<file path="config.mk">
export PLATFORM = sky130hd
export DESIGN_NAME = pwm_decoder
export DESIGN_NICKNAME = d
export VERILOG_FILES = /design/src/rtl/pwm_pkg.sv /design/src/rtl/pwm_sync_filter.sv /design/src/rtl/pwm_decoder.sv
export SDC_FILE = /design/constraint.sdc
export NUM_CORES = 1
export LEC_CHECK = 0
export ABC_AREA = 1
export CAP_MARGIN = 15
export CORE_MARGIN = 5
export CORE_UTILIZATION = 56
export DETAILED_ROUTE_END_ITERATION = 10
export DONT_BUFFER_PORTS = 1
export GPL_ROUTABILITY_DRIVEN = 0
export PLACE_DENSITY = 0.74
export SLEW_MARGIN = 20
export SYNTH_ARGS = -nofsm -noshare
export SYNTH_HDL_FRONTEND = slang
export SYNTH_HIERARCHICAL = 1
export SYNTH_SLANG_ARGS = --single-unit
</file>
<file path="constraint.sdc">
create_clock -name clk -period 1.5 [get_ports clk]
set_clock_uncertainty 0.15 [all_clocks]
set_input_delay 0.225 -clock clk [delete_from_list [all_inputs] [get_ports clk]]
set_output_delay 0.225 -clock clk [all_outputs]
set_load 0.02 [all_outputs]
</file>
<file path="src/rtl/pwm_pkg.sv">
// pwm_pkg: shared definitions for the PWM audio link.
//   dec_state_e : decoder state (idle, seeking first edge, high phase, low phase)
//   PWM_FRAME   : frame length in clocks for the default 8-bit sample width
package pwm_pkg;

    localparam int unsigned PWM_FRAME = 256;

    typedef enum logic [1:0] {
        StIdle,
        StSeek,
        StHigh,
        StLow
    } dec_state_e;

endpackage

</file>
<file path="src/rtl/pwm_sync_filter.sv">
// pwm_sync_filter: brings the asynchronous PWM stream into the clk domain,
// optionally removes single-cycle pulses, and detects edges on the result.
// Build option: define PWM_DEC_GLITCH_FILTER_EN to insert a 3-sample majority
// filter after the synchronizer (adds one cycle of latency).
// Ports:
//   clk     in   system clock
//   nrst    in   asynchronous active-low reset
//   pwm_i   in   raw PWM input, asynchronous to clk
//   p_o     out  cleaned PWM level used by the decoder
//   rise_o  out  p_o went 0 -> 1 this cycle
//   fall_o  out  p_o went 1 -> 0 this cycle
module pwm_sync_filter #(
    parameter int unsigned SYNC_STAGES = 2  // minimum 2
) (
    input  logic clk,
    input  logic nrst,
    input  logic pwm_i,
    output logic p_o,
    output logic rise_o,
    output logic fall_o
);

    logic [SYNC_STAGES-1:0] sync_q;
    logic                   sync_out;
    logic                   p;
    logic                   p_prev_q;

    always_ff @(posedge clk or negedge nrst) begin
        if (!nrst) begin
            sync_q <= '0;
        end else begin
            sync_q <= {sync_q[SYNC_STAGES-2:0], pwm_i};
        end
    end

    assign sync_out = sync_q[SYNC_STAGES-1];

`ifdef PWM_DEC_GLITCH_FILTER_EN
    // Two previous synchronized samples; majority of these plus the current one.
    logic [1:0] hist_q;

    always_ff @(posedge clk or negedge nrst) begin
        if (!nrst) begin
            hist_q <= '0;
        end else begin
            hist_q <= {hist_q[0], sync_out};
        end
    end

    assign p = (sync_out & hist_q[0]) | (sync_out & hist_q[1]) | (hist_q[0] & hist_q[1]);
`else
    assign p = sync_out;
`endif

    always_ff @(posedge clk or negedge nrst) begin
        if (!nrst) begin
            p_prev_q <= 1'b0;
        end else begin
            p_prev_q <= p;
        end
    end

    assign p_o    = p;
    assign rise_o = p & ~p_prev_q;
    assign fall_o = ~p & p_prev_q;

endmodule

</file>
<file path="src/rtl/pwm_decoder.sv">
// pwm_decoder: recovers a WIDTH-bit sample from a PWM stream with a fixed
// 2**WIDTH-clock frame by counting the high time between rising edges.
// Build option: PWM_DEC_GLITCH_FILTER_EN (see pwm_sync_filter) enables a
// majority filter on the input.
// Ports:
//   clk             in   system clock
//   nrst            in   asynchronous active-low reset
//   enable          in   decoder run; low forces idle and drops lock
//   pwm_i           in   PWM stream, asynchronous to clk
//   sample_o        out  last recovered sample, held between updates
//   sample_valid_o  out  one-cycle strobe when sample_o updates
//   locked_o        out  frame boundary seen and decoder tracking
module pwm_decoder
    import pwm_pkg::*;
#(
    parameter int unsigned WIDTH       = 8,
    parameter int unsigned SYNC_STAGES = 2
) (
    input  logic             clk,
    input  logic             nrst,
    input  logic             enable,
    input  logic             pwm_i,
    output logic [WIDTH-1:0] sample_o,
    output logic             sample_valid_o,
    output logic             locked_o
);

    localparam logic [WIDTH:0] FrameLen = {1'b1, {WIDTH{1'b0}}};
    localparam logic [WIDTH:0] CntOne   = {{WIDTH{1'b0}}, 1'b1};

    logic p;
    logic rise;
    logic fall;

    dec_state_e       state_q, state_d;
    logic [WIDTH:0]   hi_q, hi_d;
    logic [WIDTH:0]   per_q, per_d;
    logic [WIDTH-1:0] sample_q, sample_d;
    logic             valid_q, valid_d;
    logic             locked_q, locked_d;
    logic             timeout;
    logic             emit;

    pwm_sync_filter #(
        .SYNC_STAGES(SYNC_STAGES)
    ) u_sync_filter (
        .clk   (clk),
        .nrst  (nrst),
        .pwm_i (pwm_i),
        .p_o   (p),
        .rise_o(rise),
        .fall_o(fall)
    );

    // A full frame has elapsed with no closing rise.
    assign timeout = (per_q == FrameLen);

    function automatic logic [WIDTH-1:0] saturate(input logic [WIDTH:0] v);
        return v[WIDTH] ? {WIDTH{1'b1}} : v[WIDTH-1:0];
    endfunction

    always_comb begin
        state_d  = state_q;
        hi_d     = hi_q;
        per_d    = per_q;
        sample_d = sample_q;
        valid_d  = 1'b0;
        locked_d = locked_q;
        emit     = 1'b0;

        if (!enable) begin
            state_d  = StIdle;
            hi_d     = '0;
            per_d    = '0;
            locked_d = 1'b0;
        end else begin
            unique case (state_q)
                StIdle: begin
                    state_d = StSeek;
                    hi_d    = '0;
                    per_d   = '0;
                end
                StSeek: begin
                    if (rise) begin
                        state_d = StHigh;
                        hi_d    = CntOne;
                        per_d   = CntOne;
                    end else if (timeout) begin
                        // The timeout cycle itself opens the next frame.
                        per_d = CntOne;
                        if (!p) begin
                            emit    = 1'b1;
                            state_d = StLow;
                            hi_d    = '0;
                        end
                    end else begin
                        per_d = per_q + 1'b1;
                    end
                end
                StHigh: begin
                    if (timeout) begin
                        emit    = 1'b1;
                        per_d   = CntOne;
                        hi_d    = {{WIDTH{1'b0}}, p};
                        state_d = p ? StHigh : StLow;
                    end else if (fall) begin
                        state_d = StLow;
                        per_d   = per_q + 1'b1;
                    end else begin
                        hi_d  = hi_q + 1'b1;
                        per_d = per_q + 1'b1;
                    end
                end
                StLow: begin
                    if (rise) begin
                        emit    = 1'b1;
                        state_d = StHigh;
                        hi_d    = CntOne;
                        per_d   = CntOne;
                    end else if (timeout) begin
                        emit  = 1'b1;
                        hi_d  = '0;
                        per_d = CntOne;
                    end else begin
                        per_d = per_q + 1'b1;
                    end
                end
                default: begin
                    state_d = StIdle;
                end
            endcase
        end

        if (emit) begin
            sample_d = saturate(hi_q);
            valid_d  = 1'b1;
            locked_d = 1'b1;
        end
    end

    always_ff @(posedge clk or negedge nrst) begin
        if (!nrst) begin
            state_q  <= StIdle;
            hi_q     <= '0;
            per_q    <= '0;
            sample_q <= '0;
            valid_q  <= 1'b0;
            locked_q <= 1'b0;
        end else begin
            state_q  <= state_d;
            hi_q     <= hi_d;
            per_q    <= per_d;
            sample_q <= sample_d;
            valid_q  <= valid_d;
            locked_q <= locked_d;
        end
    end

    assign sample_o       = sample_q;
    assign sample_valid_o = valid_q;
    assign locked_o       = locked_q;

endmodule

</file>
==> results.md <==
- Result of the run: complete, but fails checks
- Failing checks: hold timing, setup timing
- Number of buffers inserted by port buffering: 0
- Setup crit end kind: flop
- Sequential element share of the synthesized area: between 40 and 50%
- Final-layout setup total negative slack: -5120 ps
- Sink Count: 33
- Number of hold buffers added after cts: 7
- Fmax: between 500 and 600 MHz
- Post-detail-place hpwl: 2.72 mm
- Period utilization: 117%
- Violation count after the first detailed-route iteration: ~170
- Flip-flop and latch count after synthesis: 33
- Yosys warns: 6
- Via-per-instance ratio: between 5 and 6
- Worst path arrival time: between 1500 and 2000 ps
- Synthesized area per cell: 7.92 µm²
- Routed via count: 1,724
- Maximum level of the CTS H-tree: 2
- Antenna viol nets, final: 0
- Routed length per instance: 16.2 µm
- Synthesized Nets: 234
- Vias in the first global route: 1,731
- Clock Tree Buf Depth: 2
- CTS Root Buffer Type: clkbuf_4
- Filler instances: 154
- Cell type contributing the most total cell area after synthesis: dfrtp_1
- Overflow after GRT: 0
- Worst min-delay path category: input port to flop
- Post-route DRC: 0
- Clock buffers created by TritonCTS: 5
- Slew Limit Headroom: around 76%
- Required time worst endpoint: about 1700 ps
- Design Power: about 2.3 mW
- Combined global-route utilization of all metal layers: 24.6%
- Detailed-route wire length: 5.13 mm
- Ratio of cells with drive above 1 in the final layout: 43.6%
- Die area: 0.00444 mm²
- First-pass GRT wire length: 8.02 mm
- I/O pin count: 14
- Total leakage power: 1.17 nW
- CP max FO: 6
- Post-synth cell types: 23
- Final nets: 279
- Clock tree from TritonCTS: built
- Mapped cell area: 0.00180 mm²
- Max-cap violations: 0
- Post-CTS clock slew at the launch and capture registers of the worst setup and hold paths: between 100 and 150 ps
- Power density relative to cell area: 919 mW/mm²
- Unrepaired setup endpoints after global routing: true
- Final hold vios: 11
- Cell row count: 20
- Clock Latency Late Sink: 350 ps
- Largest net degree at the start of global routing: 34
- Initial antenna violation count: 0
- Clock period minus worst slack: ~1800 ps
- Vert. Die Dim: 66.6 µm
- Initial standard-cell utilization of the core: 58.4%
- Slew at the pin closest to its max-slew limit: 364 ps
- Startpoint-to-endpoint class of the critical path: flop to flop
- Count of antenna diodes in the layout: 0
- Tightest hold margin: -120 ps
- Smallest setup slack after layout: -260 ps
- Area fraction of the dominant cell type after synthesis: 46.0%
- Number of standard cells after synthesis: between 200 and 250
- Nature of the critical path startpoint: flop
- DIE WIDTH: 66.6 µm
- Dominant cells by area after synthesis: dfrtp_1 46%, nand2_1 11%, nor2_1 6.5%
- Core region area: 0.00308 mm²
- Pins Over Slew Limit: 0
- Drt first pass iters: 5
- Area added between synthesis and finish: 40.9%
- Number of failing setup endpoints in the final timing report: 30
- Peak VDD IR: 0.706 mV
sequential cells by signal, summed over array words and instances (netlist names):
register,flops
hi_q,9
locked_o,1
per_q,9
sample_o,8
sample_valid_o,1
state_q,2
u_sync_filter/p_prev_q,1
u_sync_filter/sync_q,2
critical path: stages (launching register included):
cell and delay (ps):
dfrtp_1 420, inv_2 90, ha_4 130, nand2_4 60, nor2_4 150, nand2_4 120, buf_4 180, nand2_1 70
nand3_1 90, nand2_1 90, nand3_1 100, nand2_1 70
final cells by class:
| class | count | area (µm²) | area share (%) |
|---|---|---|---|
| clock buffer | 7 | 65.1 | 2.57 |
| tap | 44 | 55.1 | 2.17 |
| sequential | 33 | 828 | 32.7 |
| timing repair buffer | 37 | 333 | 13.1 |
| multi-input combinational | 164 | 1120 | 44.4 |
| inverter | 31 | 121 | 4.79 |
| clock inverter | 1 | 5.00 | 0.198 |
report_power, final:
part	total (mW)	internal [mW]	switching [mW]
sequential	1.03	0.947	0.0785
combinational	0.711	0.287	0.424
clock	0.591	0.271	0.319
total	2.33	1.51	0.821
synth_stat cells, drive strengths merged:
cell type,number
nand2,61
o21ai,20
nor2,40
a21oi,5
ha,3
buf,2
xnor2,1
nor3,7
nand4,2
xor2,3
nand3,19
inv,31
dfrtp,33
kinds of logic after synthesis:
logic type                 after synthesis  share of synthesized area, %
buffers and inverters                   33                          7.45
xor gates and xnor gates                 4                          1.95
adders and majority gates                3                          2.09
AOI/OAI and AO/OA                       25                          9.47
and+or+nand+nor                        129                          33.1
DFF                                     33                          46.0
per-layer routing:
layer,part of all wire [%],global-route usage (%)
met2,51,41.6
met4,2.8,7.36
met5,0,0
met1,40,30.2
met3,6.1,6.91
cells in the final DEF (no fill, tap or decap), drive strengths merged:
cell         instances
nand2               63
nor3                 7
inv                 31
nand3               19
buf                 31
clkbuf               7
ha                   3
a21oi                5
xor2                 3
xnor2                1
clkinv               1
o21ai               20
nor2                41
dlygate4sd3          6
nand4                2
dfrtp               33
through the flow:
step           worst slack, ps  utilization, %  area [µm²]  std cells  hold WS (ps)
6_report                  -260            82.3        2530        317          -120
5_1_grt                   -352            82.3        2530        317          -142
4_1_cts                   -132            77.9        2400        315          -145
3_5_place_dp              -242            66.4        2040        295          -220
3_3_place_gp              -182            66.4        2040        295          -220
2_1_floorplan            -86.9               -        1810        227          -221
what timing repair did:
item,in CTS,in global routing
resized for setup,40,31
pin swaps,12,12
endpoints found under the setup margin,29,30
gates cloned,3,0
setup buffers,2,2
endpoints found under the hold margin,46,11
path summary, 6_finish.rpt:
kind,from,endpoint,slack (ps),cells past startpoint
min in group asynchronous,nrst,locked_o,160,2
min,enable,sample_valid_o,-120,2
max,per_q[0],hi_q[0],-260,11
max reg2reg,per_q[0],hi_q[0],-260,11
max in group asynchronous,nrst,state_q[1],840,2
min reg2reg,u_sync_filter/sync_q[0],u_sync_filter/sync_q[1],220,0
(Power assumes the default switching activity.)
